### src/rtl/mem_sram_ctrl.sv
// mem_sram_ctrl: MEM-stage sequencer for the data SRAM (req/addr_ok/data_ok).
// Builds byte strobes and lane-replicated store data, extends load results,
// and holds the pipeline through stallreq while an access is in flight.
// Optional build macro: MEM_ALIGN_CHECK_EN (reject misaligned half/word).
//
// Handshake: data_sram_req is held while in ADDR; the address phase ends on
// the cycle data_sram_addr_ok is seen high, the data phase ends on the cycle
// data_sram_data_ok is seen high (both may coincide). resp_valid is a single
// cycle pulse with no back-pressure; resp_err/resp_rdata are valid only with it.
module mem_sram_ctrl #(
  parameter int WAIT_CNT_W = 8
) (
  input  logic        clk,
  input  logic        rst,
  input  logic        flush,
  input  logic        req_valid,
  input  logic        req_we,
  input  logic [1:0]  req_size,
  input  logic        req_sign,
  input  logic [31:0] req_addr,
  input  logic [31:0] req_wdata,
  output logic        stallreq,
  output logic        resp_valid,
  output logic        resp_err,
  output logic [31:0] resp_rdata,
  output logic        data_sram_req,
  output logic        data_sram_wr,
  output logic [1:0]  data_sram_size,
  output logic [3:0]  data_sram_wstrb,
  output logic [31:0] data_sram_addr,
  output logic [31:0] data_sram_wdata,
  input  logic        data_sram_addr_ok,
  input  logic        data_sram_data_ok,
  input  logic [31:0] data_sram_rdata
);

  typedef enum logic [2:0] {S_IDLE, S_ADDR, S_DATA, S_DRAIN, S_DONE} state_e;

  localparam logic [WAIT_CNT_W-1:0] CNT_MAX  = '1;
  localparam logic [WAIT_CNT_W-1:0] CNT_LAST = CNT_MAX - 1'b1;

  state_e                state_q, state_d;
  logic                  we_q, we_d;
  logic [1:0]            size_q, size_d;
  logic                  sign_q, sign_d;
  logic [31:0]           addr_q, addr_d;
  logic [31:0]           wdata_q, wdata_d;
  logic [WAIT_CNT_W-1:0] cnt_q, cnt_d;
  logic                  err_q, err_d;
  logic [31:0]           rdata_q, rdata_d;

  logic [1:0]  in_size;
  logic [31:0] in_addr;
  logic [31:0] load_ext;
  logic [7:0]  lane8;
  logic [15:0] lane16;
  logic [3:0]  st_wstrb;
  logic [31:0] st_wdata;
  logic        timeout;
`ifdef MEM_ALIGN_CHECK_EN
  logic        misaligned;
`endif

  // Normalise the incoming op: size 11 behaves as word, low address bits forced aligned.
  always_comb begin
    in_size = (req_size == 2'b11) ? 2'b10 : req_size;
    in_addr = req_addr;
    if (in_size == 2'b01) in_addr[0] = 1'b0;
    if (in_size == 2'b10) in_addr[1:0] = 2'b00;
  end

`ifdef MEM_ALIGN_CHECK_EN
  assign misaligned = ((in_size == 2'b01) && req_addr[0]) ||
                      ((in_size == 2'b10) && (req_addr[1:0] != 2'b00));
`endif

  // Load extraction and extension from the latched op.
  always_comb begin
    lane8    = data_sram_rdata[{addr_q[1:0], 3'b000} +: 8];
    lane16   = data_sram_rdata[{addr_q[1], 4'b0000} +: 16];
    load_ext = data_sram_rdata;
    case (size_q)
      2'b00:   load_ext = {{24{sign_q & lane8[7]}}, lane8};
      2'b01:   load_ext = {{16{sign_q & lane16[15]}}, lane16};
      default: load_ext = data_sram_rdata;
    endcase
  end

  // Store strobes and lane-replicated data from the latched op.
  always_comb begin
    st_wstrb = 4'b1111;
    st_wdata = wdata_q;
    case (size_q)
      2'b00: begin
        st_wstrb = 4'b0001 << addr_q[1:0];
        st_wdata = {4{wdata_q[7:0]}};
      end
      2'b01: begin
        st_wstrb = addr_q[1] ? 4'b1100 : 4'b0011;
        st_wdata = {2{wdata_q[15:0]}};
      end
      default: begin
        st_wstrb = 4'b1111;
        st_wdata = wdata_q;
      end
    endcase
  end

  assign timeout = (cnt_q >= CNT_LAST);

  // Next-state, op latch, watchdog and response capture.
  always_comb begin
    state_d = state_q;
    we_d    = we_q;
    size_d  = size_q;
    sign_d  = sign_q;
    addr_d  = addr_q;
    wdata_d = wdata_q;
    cnt_d   = cnt_q;
    err_d   = 1'b0;
    rdata_d = '0;
    case (state_q)
      S_IDLE: begin
        if (req_valid && !flush) begin
          we_d    = req_we;
          size_d  = in_size;
          sign_d  = req_sign;
          addr_d  = in_addr;
          wdata_d = req_wdata;
          cnt_d   = '0;
`ifdef MEM_ALIGN_CHECK_EN
          if (misaligned) begin
            state_d = S_DONE;
            err_d   = 1'b1;
          end else begin
            state_d = S_ADDR;
          end
`else
          state_d = S_ADDR;
`endif
        end
      end
      S_ADDR: begin
        if (cnt_q != CNT_MAX) cnt_d = cnt_q + 1'b1;
        if (data_sram_addr_ok && data_sram_data_ok) begin
          state_d = S_DONE;
          rdata_d = we_q ? 32'd0 : load_ext;
        end else if (data_sram_addr_ok) begin
          state_d = S_DATA;
        end else if (flush) begin
          state_d = S_IDLE;
        end else if (timeout) begin
          state_d = S_DONE;
          err_d   = 1'b1;
        end
      end
      S_DATA: begin
        if (cnt_q != CNT_MAX) cnt_d = cnt_q + 1'b1;
        if (data_sram_data_ok) begin
          state_d = S_DONE;
          rdata_d = we_q ? 32'd0 : load_ext;
        end else if (flush) begin
          state_d = S_DRAIN;
        end else if (timeout) begin
          state_d = S_DONE;
          err_d   = 1'b1;
        end
      end
      S_DRAIN: begin
        if (data_sram_data_ok) state_d = S_IDLE;
      end
      S_DONE: begin
        state_d = S_IDLE;
      end
      default: state_d = S_IDLE;
    endcase
  end

  // State and datapath registers, synchronous active-high reset.
  always_ff @(posedge clk) begin
    if (rst) begin
      state_q <= S_IDLE;
      we_q    <= 1'b0;
      size_q  <= 2'b00;
      sign_q  <= 1'b0;
      addr_q  <= '0;
      wdata_q <= '0;
      cnt_q   <= '0;
      err_q   <= 1'b0;
      rdata_q <= '0;
    end else begin
      state_q <= state_d;
      we_q    <= we_d;
      size_q  <= size_d;
      sign_q  <= sign_d;
      addr_q  <= addr_d;
      wdata_q <= wdata_d;
      cnt_q   <= cnt_d;
      err_q   <= err_d;
      rdata_q <= rdata_d;
    end
  end

  // Outputs: SRAM fields only while requesting; stall covers accept through drain.
  always_comb begin
    data_sram_req   = !rst && (state_q == S_ADDR);
    data_sram_wr    = data_sram_req && we_q;
    data_sram_size  = data_sram_req ? size_q : 2'b00;
    data_sram_addr  = data_sram_req ? addr_q : 32'd0;
    data_sram_wdata = data_sram_req ? st_wdata : 32'd0;
    data_sram_wstrb = data_sram_wr ? st_wstrb : 4'b0000;
    resp_valid      = (state_q == S_DONE);
    resp_err        = err_q;
    resp_rdata      = rdata_q;
    stallreq        = 1'b0;
    if (!rst) begin
      case (state_q)
        S_IDLE:                  stallreq = req_valid && !flush;
        S_ADDR, S_DATA, S_DRAIN: stallreq = 1'b1;
        default:                 stallreq = 1'b0;
      endcase
    end
  end

endmodule
### config.mk
export PLATFORM = sky130hd
export DESIGN_NAME = mem_sram_ctrl
export DESIGN_NICKNAME = d
export VERILOG_FILES = /design/src/rtl/mem_sram_ctrl.sv
export SDC_FILE = /design/constraint.sdc
export NUM_CORES = 1
export LEC_CHECK = 0
export BUFFER_PORTS_ARGS = -buffer_cell sky130_fd_sc_hd__buf_2
export CORE_ASPECT_RATIO = 0.9
export CORE_MARGIN = 3
export CORE_UTILIZATION = 25
export DETAILED_ROUTE_END_ITERATION = 10
export PLACE_DENSITY = 0.46
export SLEW_MARGIN = 20
export SYNTH_ARGS = -nofsm -noshare
export SYNTH_HDL_FRONTEND = slang
export SYNTH_SLANG_ARGS = --single-unit
### constraint.sdc
create_clock -name clk -period 4 [get_ports clk]
set_clock_uncertainty 0.05 [all_clocks]
set_input_delay 0.2 -clock clk [delete_from_list [all_inputs] [get_ports clk]]
set_output_delay 0.2 -clock clk [all_outputs]
set_load 0.02 [all_outputs]
Word-level counts from Yosys, hierarchy flattened
Cells that the tools add are included.
W data, S select, Z words.
{ "totals": {"out_inout_bits": 107, "reg_bits": 112} }
{ "op_classes": {"n_bitwise": 2, "magnitude_cmp": 1, "n_reduce_logical": 14, "eq_ne": 12, "muxes": 35, "n_shift": 3, "addsub": 1} }
{ "ops": {"columns": ["cell", "count"], "rows": [
  ["$pmux W32 S2", 3],
  ["$mux W32", 5],
  ["$shiftx A32 B6 Y16", 1],
  ["$shiftx A32 B6 Y8", 1],
  ["$mux W3", 8],
  ["$mux W8", 2],
  ["$pmux W8 S2", 1],
  ["$pmux W3 S4", 1],
  ["$add A8 B1 Y8 const B", 1],
  ["$ge A8 B8 Y1 const B", 1],
  ["$mux W4", 2],
  ["$ne A8 B8 Y1 const B", 1],
  ["$pmux W4 S2", 1],
  ["$mux W1", 7],
  ["$eq A3 B2 Y1 const B", 2],
  ["$mux W2", 3],
  ["$eq A2 B1 Y1 const B", 2],
  ["$eq A2 B2 Y1 const B", 2],
  ["$logic_and A1 B1 Y1", 4],
  ["$ne A2 B2 Y1 const B", 2],
  ["$pmux W1 S2", 2],
  ["$reduce_and A2 Y1", 2],
  ["$shl A1 B2 Y4 const A", 1],
  ["$eq A3 B1 Y1 const B", 1],
  ["other kinds (10)", 12]
]} }

Longest topological paths before layout
{ "depth": {"depth_word": 6, "depth_mapped": 8, "depth_no_buf": 7} }

Worst setup path before layout
Ideal clock, no wire load.
{ "synth_timing": {"path_kind": "in2out", "startpoint": "input rst", "endpoint": "output data_sram_addr[30]", "path_slack_ns": 2.158, "path_buffers": 2, "t_arrival_ns": 1.592, "required_time_ns": 3.750, "stages": 6, "cell_sequence": "clkbuf_1 > nor2_1 > nand3_1 > inv_1 > clkbuf_1 > and2_1"} }
{ "synth_via": {"elab_chain_len": 3} }
{ "synth_rtl": {"columns": ["item", "line_no", "text"], "rows": [
  ["from (decl)", "14", "input logic rst,"],
  ["$logic_not A1 Y1", null, null],
  ["$logic_and A1 B1 Y1", "206", "data_sram_req = !rst && (state_q == S_ADDR);"],
  ["net data_sram_req", "26", "output logic data_sram_req,"],
  ["$mux W32", "209", "data_sram_addr = data_sram_req ? addr_q : 32'd0;"],
  ["to (decl)", "30", "output logic [31:0] data_sram_addr,"]
]} }
The timed path passes the listed nets, and every way through them passes these cells.

Worst setup path after layout
{ "layout_timing": {"startpoint": "register state_q[2]", "endpoint": "output data_sram_addr[7]"} }
{ "layout_via": {"elab_chain_len": 3} }
{ "layout_rtl": {"columns": ["item", "line_no", "text"], "rows": [
  ["from (decl)", "42", "state_e state_q, state_d;"],
  ["from (signal assigned)", "192", "state_q <= state_d;"],
  ["$eq A3 B1 Y1", "206", null],
  ["$logic_and A1 B1 Y1", "206", null],
  ["$mux W32", "209", null]
]} }
Every way passes these cells.

==> impl_metrics.json <==
{
  "path_max_fanout": 28,
  "cts.sinks": 112,
  "post-route-cell-area_um2": 6720,
  "rsz0062_at_grt": "false",
  "synth_most_common_cell": "nand2_1",
  "hold_viol_final": 0,
  "via_per_inst": 4.66,
  "drive_above_1_share": 0.294,
  "synth_area_leaders": "dfxtp_1 44%, nand2_1 13%, a21oi_1 12%, and2_1 5.0%, nor2_1 4.0%",
  "cts_resized": 0,
  "num_rows": 49,
  "p_per_area_nw_per_um2": 371,
  "dp_hpwl_um": 12900,
  "root_buffer": "clkbuf_16",
  "wl_um": 18300,
  "cts_tree": "done",
  "maxSlewViolCount": 0,
  "portBuffers": 212,
  "dpl_cell_area_um2": 6390,
  "worst_path_max_delay_cell": "inv_1",
  "cp_common_cell": "buf_4",
  "core_area_um2": 20000,
  "leakage_nw": 2.83,
  "setup_tns_ps": 0,
  "synth_nets": 777,
  "die_w_um": 157,
  "worst-setup-path-type": "flop to output pin",
  "dr.pass1.iters": 4,
  "period_share": 0.682,
  "grt_pass1_vias": 5010,
  "finalSetupViolations": 0,
  "yosysTopAreaCell": "dfxtp_1",
  "r2r-end": "resp_rdata[31]$_SDFF_PP0_",
  "globalRouteOverflowTotal": 0,
  "yosys.area.top_type_share": 0.438,
  "r2r_slack_ps": 1590,
  "ir_drop_uv": 182,
  "critPathTopFamily": "buffers and inverters",
  "clock_path_buffers": 2,
  "htree_levels": 3,
  "grt_pass1_wl_um": 28100,
  "async_flop_share": 0,
  "antenna_found_initial": 1,
  "reg2regPathDepth": 5,
  "r2r-start": "state_q[0]$_SDFFE_PP0P_",
  "netlist_instances": 669,
  "dieArea_um2": 22200,
  "via_count": 5186,
  "synth_seq_cells": 112,
  "grt_max_degree": 73,
  "hp-start": "req_wdata[14]",
  "grtUsageTotal": 0.160,
  "cp.buffers_inverters": 4,
  "synth_flop_cell": "dfxtp_1",
  "postRouteAntennaNets": 0,
  "synth_cell_types": 41,
  "relSlewSlack": 0.393,
  "synth_area_um2": 5120,
  "fmax_mhz": 366,
  "placed_cells": 1097,
  "path_depth": 7,
  "cp_cell_sequence": "nor2_1, nand3_1, buf_4, inv_1, buf_4, and2_1, buf_2",
  "cts_made_buffers": 9,
  "ys_top_cells_by_count": "180 x nand2_1, 121 x a21oi_1, 112 x dfxtp_1",
  "clk_pin_slew_ps": 80,
  "startpoint_type": "flop",
  "die_h_um": 142,
  "cp.arrival_ps": 2480,
  "period_needed_ps": 2730,
  "maxCapViolCount": 0,
  "post-route-drc-count": 0,
  "post_cts_buffers": 0,
  "yosysSeqAreaShare": 0.438,
  "synth.avg_cell_area_um2": 7.65,
  "critPathCaptureType": "output pin",
  "hold_end": "wdata_q[14]$_SDFFE_PP0P_",
  "wl_per_cell_um": 16.4,
  "io_pins": 213,
  "clk-insertion-delay-late_ps": 350,
  "diodes": 0,
  "run_status": "complete, no violations",
  "cp_data_required_time_ps": 3750,
  "max_stage_delay_ps": 470,
  "worstHoldPathType": "input pin to flop",
  "whs_path_depth": 3,
  "nNetsFinal": 961,
  "ys_warn_count": 0,
  "stdcell_count": 1113,
  "finalPower_mw": 2.49,
  "area_growth_pct": 31.4,
  "place_congestion": 0.787,
  "tightest_slew_ps": 906,
  "initial_core_util": 0.255,
  "synth-edff-count": 0,
  "cts_hold_buf": 0,
  "drt_iter0_drc": 323
}
kinds of logic (layout without fill, tap and decap cells):
family,after synthesis,after routing,share of synthesized area
xor+xnor,1,1,0.00171
flops,112,112,0.438
simple gates,305,305,0.260
mux,25,25,0.0685
buf+inv,58,247,0.0450
fa+ha+maj,2,2,0.00489
compound gates,166,166,0.182
area by class of cell:
type	count	area, um^2
Inverter	10	37.5
Fill cell	2203	13300
Multi-Input combinational cell	499	2650
Clock buffer	11	243
Clock inverter	5	87.6
Tap cell	255	319
Timing Repair Buffer	221	1140
Sequential cell	112	2240
placed cells by master, fill, tap and decap left out, drive strengths merged, types with 2 or more instances in the layout:
cell type,instances
buf,221
nand2,180
a21oi,121
dfxtp,112
nor2,54
and2,41
mux2i,17
inv,12
clkbuf,11
mux4,8
o22ai,8
o21ai,8
a22oi,7
a2111oi,7
nand3,6
nand2b,5
nor3,4
nand3b,3
o31ai,3
or4,3
or3,3
a21o,2
nand4,2
a211o,2
a31o,2
ha,2
bufinv,2
worst max path at each step:
stage	start	to	slack [ps]
after global placement	state_q[0]$_SDFFE_PP0P_	resp_rdata[15]$_SDFF_PP0_	1640
after floorplan	rst	data_sram_addr[30]	2160
after detailed placement	state_q[2]$_SDFFE_PP0P_	data_sram_addr[7]	1620
final	state_q[2]$_SDFFE_PP0P_	data_sram_addr[7]	1270
after global routing	state_q[2]$_SDFFE_PP0P_	data_sram_wstrb[3]	1060
after CTS	state_q[2]$_SDFFE_PP0P_	data_sram_addr[7]	1210
layer usage:
| metal | part of all wire | GRT usage |
|---|---|---|
| met5 | 0.00071 | 0 |
| met4 | 0.012 | 0.0382 |
| met3 | 0.079 | 0.0445 |
| met1 | 0.46 | 0.219 |
| met2 | 0.44 | 0.250 |
state kept, by name, summed over array words and instances (netlist names):
| name | cells |
|---|---|
| addr_q | 32 |
| cnt_q | 8 |
| resp_err | 1 |
| resp_rdata | 32 |
| sign_q | 1 |
| size_q | 2 |
| state_q | 3 |
| wdata_q | 32 |
| we_q | 1 |
tightest hold or removal path, delay by kind of cell:
kind,cells,cell delay [ps]
simple gates,1,40
buf+inv,1,100
compound gates,1,50
per-stage QoR:
stage / hold WS, ps / setup WS, ps / utilization
5_1_grt: 16.5 / 1060 / 0.335
2_1_floorplan: 286 / 2160 / -
6_report: 23.5 / 1270 / 0.335
3_3_place_gp: 391 / 1640 / 0.319
4_1_cts: 9.13 / 1210 / 0.335
3_5_place_dp: 394 / 1620 / 0.319
power breakdown:
group          switching, mW  leakage (nW)  internal, mW
Combinational          0.177          1.77         0.111
Sequential            0.0319         0.910          1.15
Clock                  0.447         0.158         0.575
(Power assumes the default switching activity.)
